File: config.mk
export PLATFORM = sky130hd
export DESIGN_NAME = cable_serial_rx
export DESIGN_NICKNAME = d
export VERILOG_FILES = /design/src/rtl/cable_serial_rx.sv
export SDC_FILE = /design/constraint.sdc
export NUM_CORES = 1
export LEC_CHECK = 0
export ABC_AREA = 1
export CORE_MARGIN = 3
export CORE_UTILIZATION = 58
export CTS_BUF_LIST = sky130_fd_sc_hd__clkbuf_2 sky130_fd_sc_hd__clkbuf_4 sky130_fd_sc_hd__clkbuf_8
export CTS_CLUSTER_SIZE = 30
export DETAILED_ROUTE_END_ITERATION = 12
export PLACE_DENSITY = 0.85
export SYNTH_ARGS = -nofsm -noshare
export SYNTH_HDL_FRONTEND = slang
export SYNTH_SLANG_ARGS = --single-unit
File: constraint.sdc
create_clock -name clk -period 1.95 [get_ports clk]
set_input_delay 0.39 -clock clk [delete_from_list [all_inputs] [get_ports clk]]
set_output_delay 0.39 -clock clk [all_outputs]
set_load 0.03 [all_outputs]
File: src/rtl/cable_serial_rx.sv
// cable_serial_rx: 8N1 serial receiver with a one-entry valid/ready output register
module cable_serial_rx #(
  parameter int CLKS_PER_BIT = 868,
  parameter int SYNC_STAGES  = 2
) (
  input  logic       clk,
  input  logic       reset,
  input  logic       rx_in,
  output logic [7:0] rx_data,
  output logic       rx_valid,
  input  logic       rx_ready,
  output logic       frame_err,
  output logic       overrun,
  output logic       busy
);
  localparam int TW = $clog2(CLKS_PER_BIT);
  localparam logic [TW-1:0] HALF = TW'(CLKS_PER_BIT / 2 - 1);
  localparam logic [TW-1:0] FULL = TW'(CLKS_PER_BIT - 1);
  typedef enum logic [2:0] {IDLE, START, DATA, STOP, WAIT_IDLE} state_t;
  state_t state, state_d;
  logic [SYNC_STAGES-1:0] sync;
  logic rx_s;
  logic [TW-1:0] timer, timer_d;
  logic [2:0] idx, idx_d;
  logic [7:0] shift, shift_d;
  logic stop_ok, ferr, load;
  assign rx_s = sync[SYNC_STAGES-1];
  assign busy = state != IDLE;
  assign load = stop_ok && (!rx_valid || rx_ready);
  // state, counters, synchronizer and output register
  always_ff @(posedge clk) begin
    if (reset) begin
      sync      <= '1;
      state     <= IDLE;
      timer     <= '0;
      idx       <= '0;
      shift     <= '0;
      rx_data   <= '0;
      rx_valid  <= 1'b0;
      frame_err <= 1'b0;
      overrun   <= 1'b0;
    end else begin
      sync      <= {sync[SYNC_STAGES-2:0], rx_in};
      state     <= state_d;
      timer     <= timer_d;
      idx       <= idx_d;
      shift     <= shift_d;
      rx_data   <= load ? shift : rx_data;
      rx_valid  <= load || (rx_valid && !rx_ready);
      frame_err <= ferr;
      overrun   <= stop_ok && !load;
    end
  end
  // next state: mid-bit sampling driven by the bit timer
  always_comb begin
    state_d = state;
    timer_d = timer + 1'b1;
    idx_d   = idx;
    shift_d = shift;
    stop_ok = 1'b0;
    ferr    = 1'b0;
    case (state)
      IDLE: begin
        timer_d = '0;
        state_d = rx_s ? IDLE : START;
      end
      START: if (timer == HALF) begin
        timer_d = '0;
        idx_d   = '0;
        state_d = rx_s ? IDLE : DATA;
      end
      DATA: if (timer == FULL) begin
        timer_d = '0;
        shift_d = {rx_s, shift[7:1]};
        idx_d   = idx + 3'd1;
        state_d = (idx == 3'd7) ? STOP : DATA;
      end
      STOP: if (timer == FULL) begin
        timer_d = '0;
        stop_ok = rx_s;
        ferr    = !rx_s;
        state_d = rx_s ? IDLE : WAIT_IDLE;
      end
      WAIT_IDLE: begin
        timer_d = '0;
        state_d = rx_s ? IDLE : WAIT_IDLE;
      end
      default: begin
        timer_d = '0;
        state_d = IDLE;
      end
    endcase
  end
endmodule

* Word level (Yosys, flattened, before mapping) *
Cells that the tools add are included.

word-level totals
  register bits = 37
  output and inout port bits = 12

cells by class
  reductions and logical operators = 17
  equality and inequality tests = 10
  add/subtract/negate cells = 2
  bitwise gates (word level) = 2
  muxes and demuxes = 16

operators with widths
  operator                                                           number
  10-bit 2-to-1 mux                                                  2
  10-bit case mux with 2 select lines                                1
  3-bit 2-to-1 mux                                                   6
  3-bit case mux with 5 select lines                                 1
  10-bit by 1-bit adder with 10-bit output (second input constant)   1
  10-bit == test (second input constant)                             1
  10-bit by 9-bit == test with 1-bit output (second input constant)  1
  3-bit by 2-bit == test with 1-bit output (second input constant)   2
  3-bit == test (second input constant)                              2
  2-bit != test (second input constant)                              3
  3-bit case mux with 2 select lines                                 1
  3-bit AND reduction                                                2
  1-bit zero test                                                    4
  1-bit 2-to-1 mux                                                   4
  3-bit by 1-bit adder with 3-bit output (second input constant)     1
  3-bit by 1-bit == test with 1-bit output (second input constant)   1
  1-bit logical AND                                                  3
  3-bit zero test                                                    1
  3-bit nonzero test                                                 1
  3-bit OR reduction                                                 1
  1-bit logical OR                                                   2
  2-bit 2-to-1 mux                                                   1
  1-bit NOT                                                          2
  2-bit AND reduction                                                1
  other kinds (2)                                                    2

* Logic depth before layout (Yosys ltp) *
  word-level depth = 6
  gate-level depth with buffers = 10

* Worst setup path after synthesis *
No wires, ideal clock.

  kind = register to register
  start = register timer[0]
  end = register shift[3]
  buffers on the path = 1
  data arrival time = 1.309 ns
  cell stages (with the launch flop) = 8
  library setup time = 0.128 ns
  slack = 0.513 ns
  cells stage by stage = dfxtp_1 -> ha_1 -> nand2_1 -> nor2_2 -> nand4_1 -> clkbuf_1 -> o21ai_0 -> a21oi_1

between the ends
  cells in the longest elaborated chain, start to end = 2

ends and longest elaborated chain
  what                           line  source
  from (decl)                    23    logic [TW-1:0] timer, timer_d;
  from (signal assigned)         45    timer <= timer_d;
  10-bit == test                 72    DATA: if (timer == FULL) begin
  2-bit AND reduction (no line)  -
  to (signal assigned)           47    shift <= shift_d;
  to (decl)                      25    logic [7:0] shift, shift_d;

Every way passes these cells.
A chain may end at the register's enable or synchronous reset.

* Final worst setup path *
  start = register rx_data[7]
  end = output port rx_data[7]

RTL lines
  what                    line  source
  from (decl)             9     output logic [7:0] rx_data,
  from (signal assigned)  48    rx_data <= load ? shift : rx_data;

No word-level cell between the ends.

==> flow_summary.toml <==
[final_layout]
final_nets = 244
final_cell_mix = "45 x nand2_1, 40 x nor2_1, 37 x dfxtp_1"
diodes = 0
drive_above_1_share = 0.08017
layout_commonest_cell = "nand2_1"
area_growth_pct = 15.35

[timing]
timing.setup.tns_ns = 0
maxSlewViolCount = 0
slew_headroom = 0.7802
fmax_ghz = 0.5686
min_period_ns = 1.759
worst_slew_pin_slew_ns = 0.3289
clock_skew_ns = 0.01576
finalCritPeriodShare = 0.9019
rsz0062_at_grt = "no"
final-hold-violation-count = 0
finalSetupViolCount = 0
timing.hold.ws_ns = 0.4194

[critical_path]
critical-path-max-stage-delay_ns = 0.67
critPathArrivalTime_ns = 1.37
worstPathRequired_ns = 1.56
r2r_cells = 8
cp.depth = 1
path_cells = "clkdlybuf4s50_1"
critPathSlowestCell = "clkdlybuf4s50_1"
cp_top_family = "buffers and inverters"
timing.critical_path.buf_inv = 1
r2r_setup_slack_ns = 0.31
cp_max_fo = 2
critPathCaptureType = "output port"
crit_type = "register to output port"
worstSetupStartpointType = "register"
r2r_start = "timer[0]"
r2r-end = "timer[3]"

[power]
power_density_mw_per_mm2 = 854.2
ir_drop_mv = 0.7203
p_total_w = 0.001550
leakage_nw = 0.7747

[synthesis]
synth_area_per_cell_um2 = 7.315
ys.warnings.count = 0
ys_ff_latch = 37
synth_nets = 223
syn_inst = 215
seq_area_frac_synth = 0.4710
synth.distinct_cells = 24
synth_area_mm2 = 0.001573

[drt]
via_count = 1301
final_antenna_net_count = 0
first_pass_iters = 4
drc = 0
wire_per_inst_um = 10.20
first_iter_violations = 75
via_per_inst = 4.873
drt_wl_total_mm = 2.723

[global_route]
grt_max_degree = 20
track_usage = 0.1887
grt-ovfl-total = 0
grt_first_pass_wirelength_mm = 4.836
antenna_found_initial = 0
grt_pass1_vias = 1195

[hold_path]
min_to = "sync[1]"
hold_start = "sync[0]"
holdPathStages = 1
hp-class = "register to register"

[die]
rows = 18
dieWidth_um = 58.08
die_h_um = 58.08
design.die.area_mm2 = 0.003373
start_util = 0.6235
ios = 16
core-area_mm2 = 0.002522

[clocking]
clkLatencyLatePin_ns = 0.35
cts.path.max_buffers = 2
cts.reportedPaths.clkPinSlew_ns = 0.11
clock-root-buffer = "clkbuf_4"
hold_buffers = 0
cts_made_buffers = 5
cts_num_sinks = 37
h-tree-depth = 2
cts_tree = "done"

[placed_design]
hpwl_mm = 1.989
gp_congestion = 0.8167
port_buffers = 15

[outcome]
outcome = "finished, final reports clean"

[run]
maxCapViolCount = 0
[worst max path at each step]
| stage | startpoint | to | slack (ns) |
|---|---|---|---|
| 3_5_place_dp | timer[0] | shift[2] | 0.31 |
| 3_3_place_gp | state[0] | busy | 0.37 |
| 6_report | rx_data[7] | rx_data[7] | 0.19 |
| 2_1_floorplan | timer[0] | shift[3] | 0.51 |
| 5_1_grt | timer[0] | timer[3] | 0.10 |
| 4_1_cts | rx_data[6] | rx_data[6] | 0.17 |
[cell families after synthesis]
| logic type | count (synthesis) | synth area share |
|---|---|---|
| xor+xnor | 4 | 0.02228 |
| buf+inv | 36 | 0.09069 |
| simple gates | 107 | 0.2967 |
| fa+ha+maj | 4 | 0.03182 |
| flops | 37 | 0.4710 |
| compound gates | 27 | 0.08752 |
[synthesized netlist by cell type]
cell	n	share of area
nor3_1	3	0.0095
nand3_1	6	0.019
nor2_1	40	0.095
nor2_2	2	0.0080
nand2_1	45	0.11
clkinv_1	1	0.0024
nor2_4	1	0.0072
or2_2	3	0.012
o21ai_0	12	0.038
inv_1	31	0.074
clkbuf_1	3	0.0072
buf_6	1	0.0072
nor3b_1	1	0.0048
a22oi_1	1	0.0048
xor2_1	3	0.017
nand3_4	1	0.011
dfxtp_1	37	0.47
nand4_1	1	0.0040
and3_1	1	0.0040
a21oi_1	14	0.045
xnor2_1	1	0.0056
ha_1	4	0.032
nand3_2	1	0.0064
nor4_1	2	0.0080
[cell type report]
type                            instances  area [µm²]
Tap cell                               30       37.54
Inverter                               32       120.1
Timing Repair Buffer                   18       171.4
Sequential cell                        37       740.7
Clock buffer                            5       37.54
Fill cell                             207       708.2
Clock inverter                          3       17.52
Multi-Input combinational cell        142       689.4
[metrics by stage]
step,instance area (µm²),util,setup WS [ns],cells
floorplan,1573,-,0.5134,215
global placement,1760,0.6979,0.3719,259
detailed placement,1760,0.6979,0.3108,259
CTS,1814,0.7192,0.1741,267
global route,1814,0.7192,0.1042,267
finish,1814,0.7192,0.1912,267
[per-layer routing]
layer	global-route usage	part of all wire
met1	0.2324	0.46
met4	0.06954	0.019
met3	0.06682	0.051
met5	0	0
met2	0.3032	0.47
[registers in the layout (all words and copies together), names as in the netlist]
register	flops
rx_data	8
shift	8
rx_valid	1
idx	3
sync	2
timer	10
state	3
overrun	1
frame_err	1
[power breakdown]
group	leakage (nW)	switching, W	total, W	internal, W
Sequential	0.299	0.0000372	0.000837	0.000800
Clock	0.0310	0.000252	0.000388	0.000136
Combinational	0.445	0.000214	0.000324	0.000111
[repair_timing]
action,CTS,global route
resized for setup,1,0
buffers inserted,0,0
endpoints found under the setup margin,1,0
Note: power is estimated with default switching activity, not from simulation.
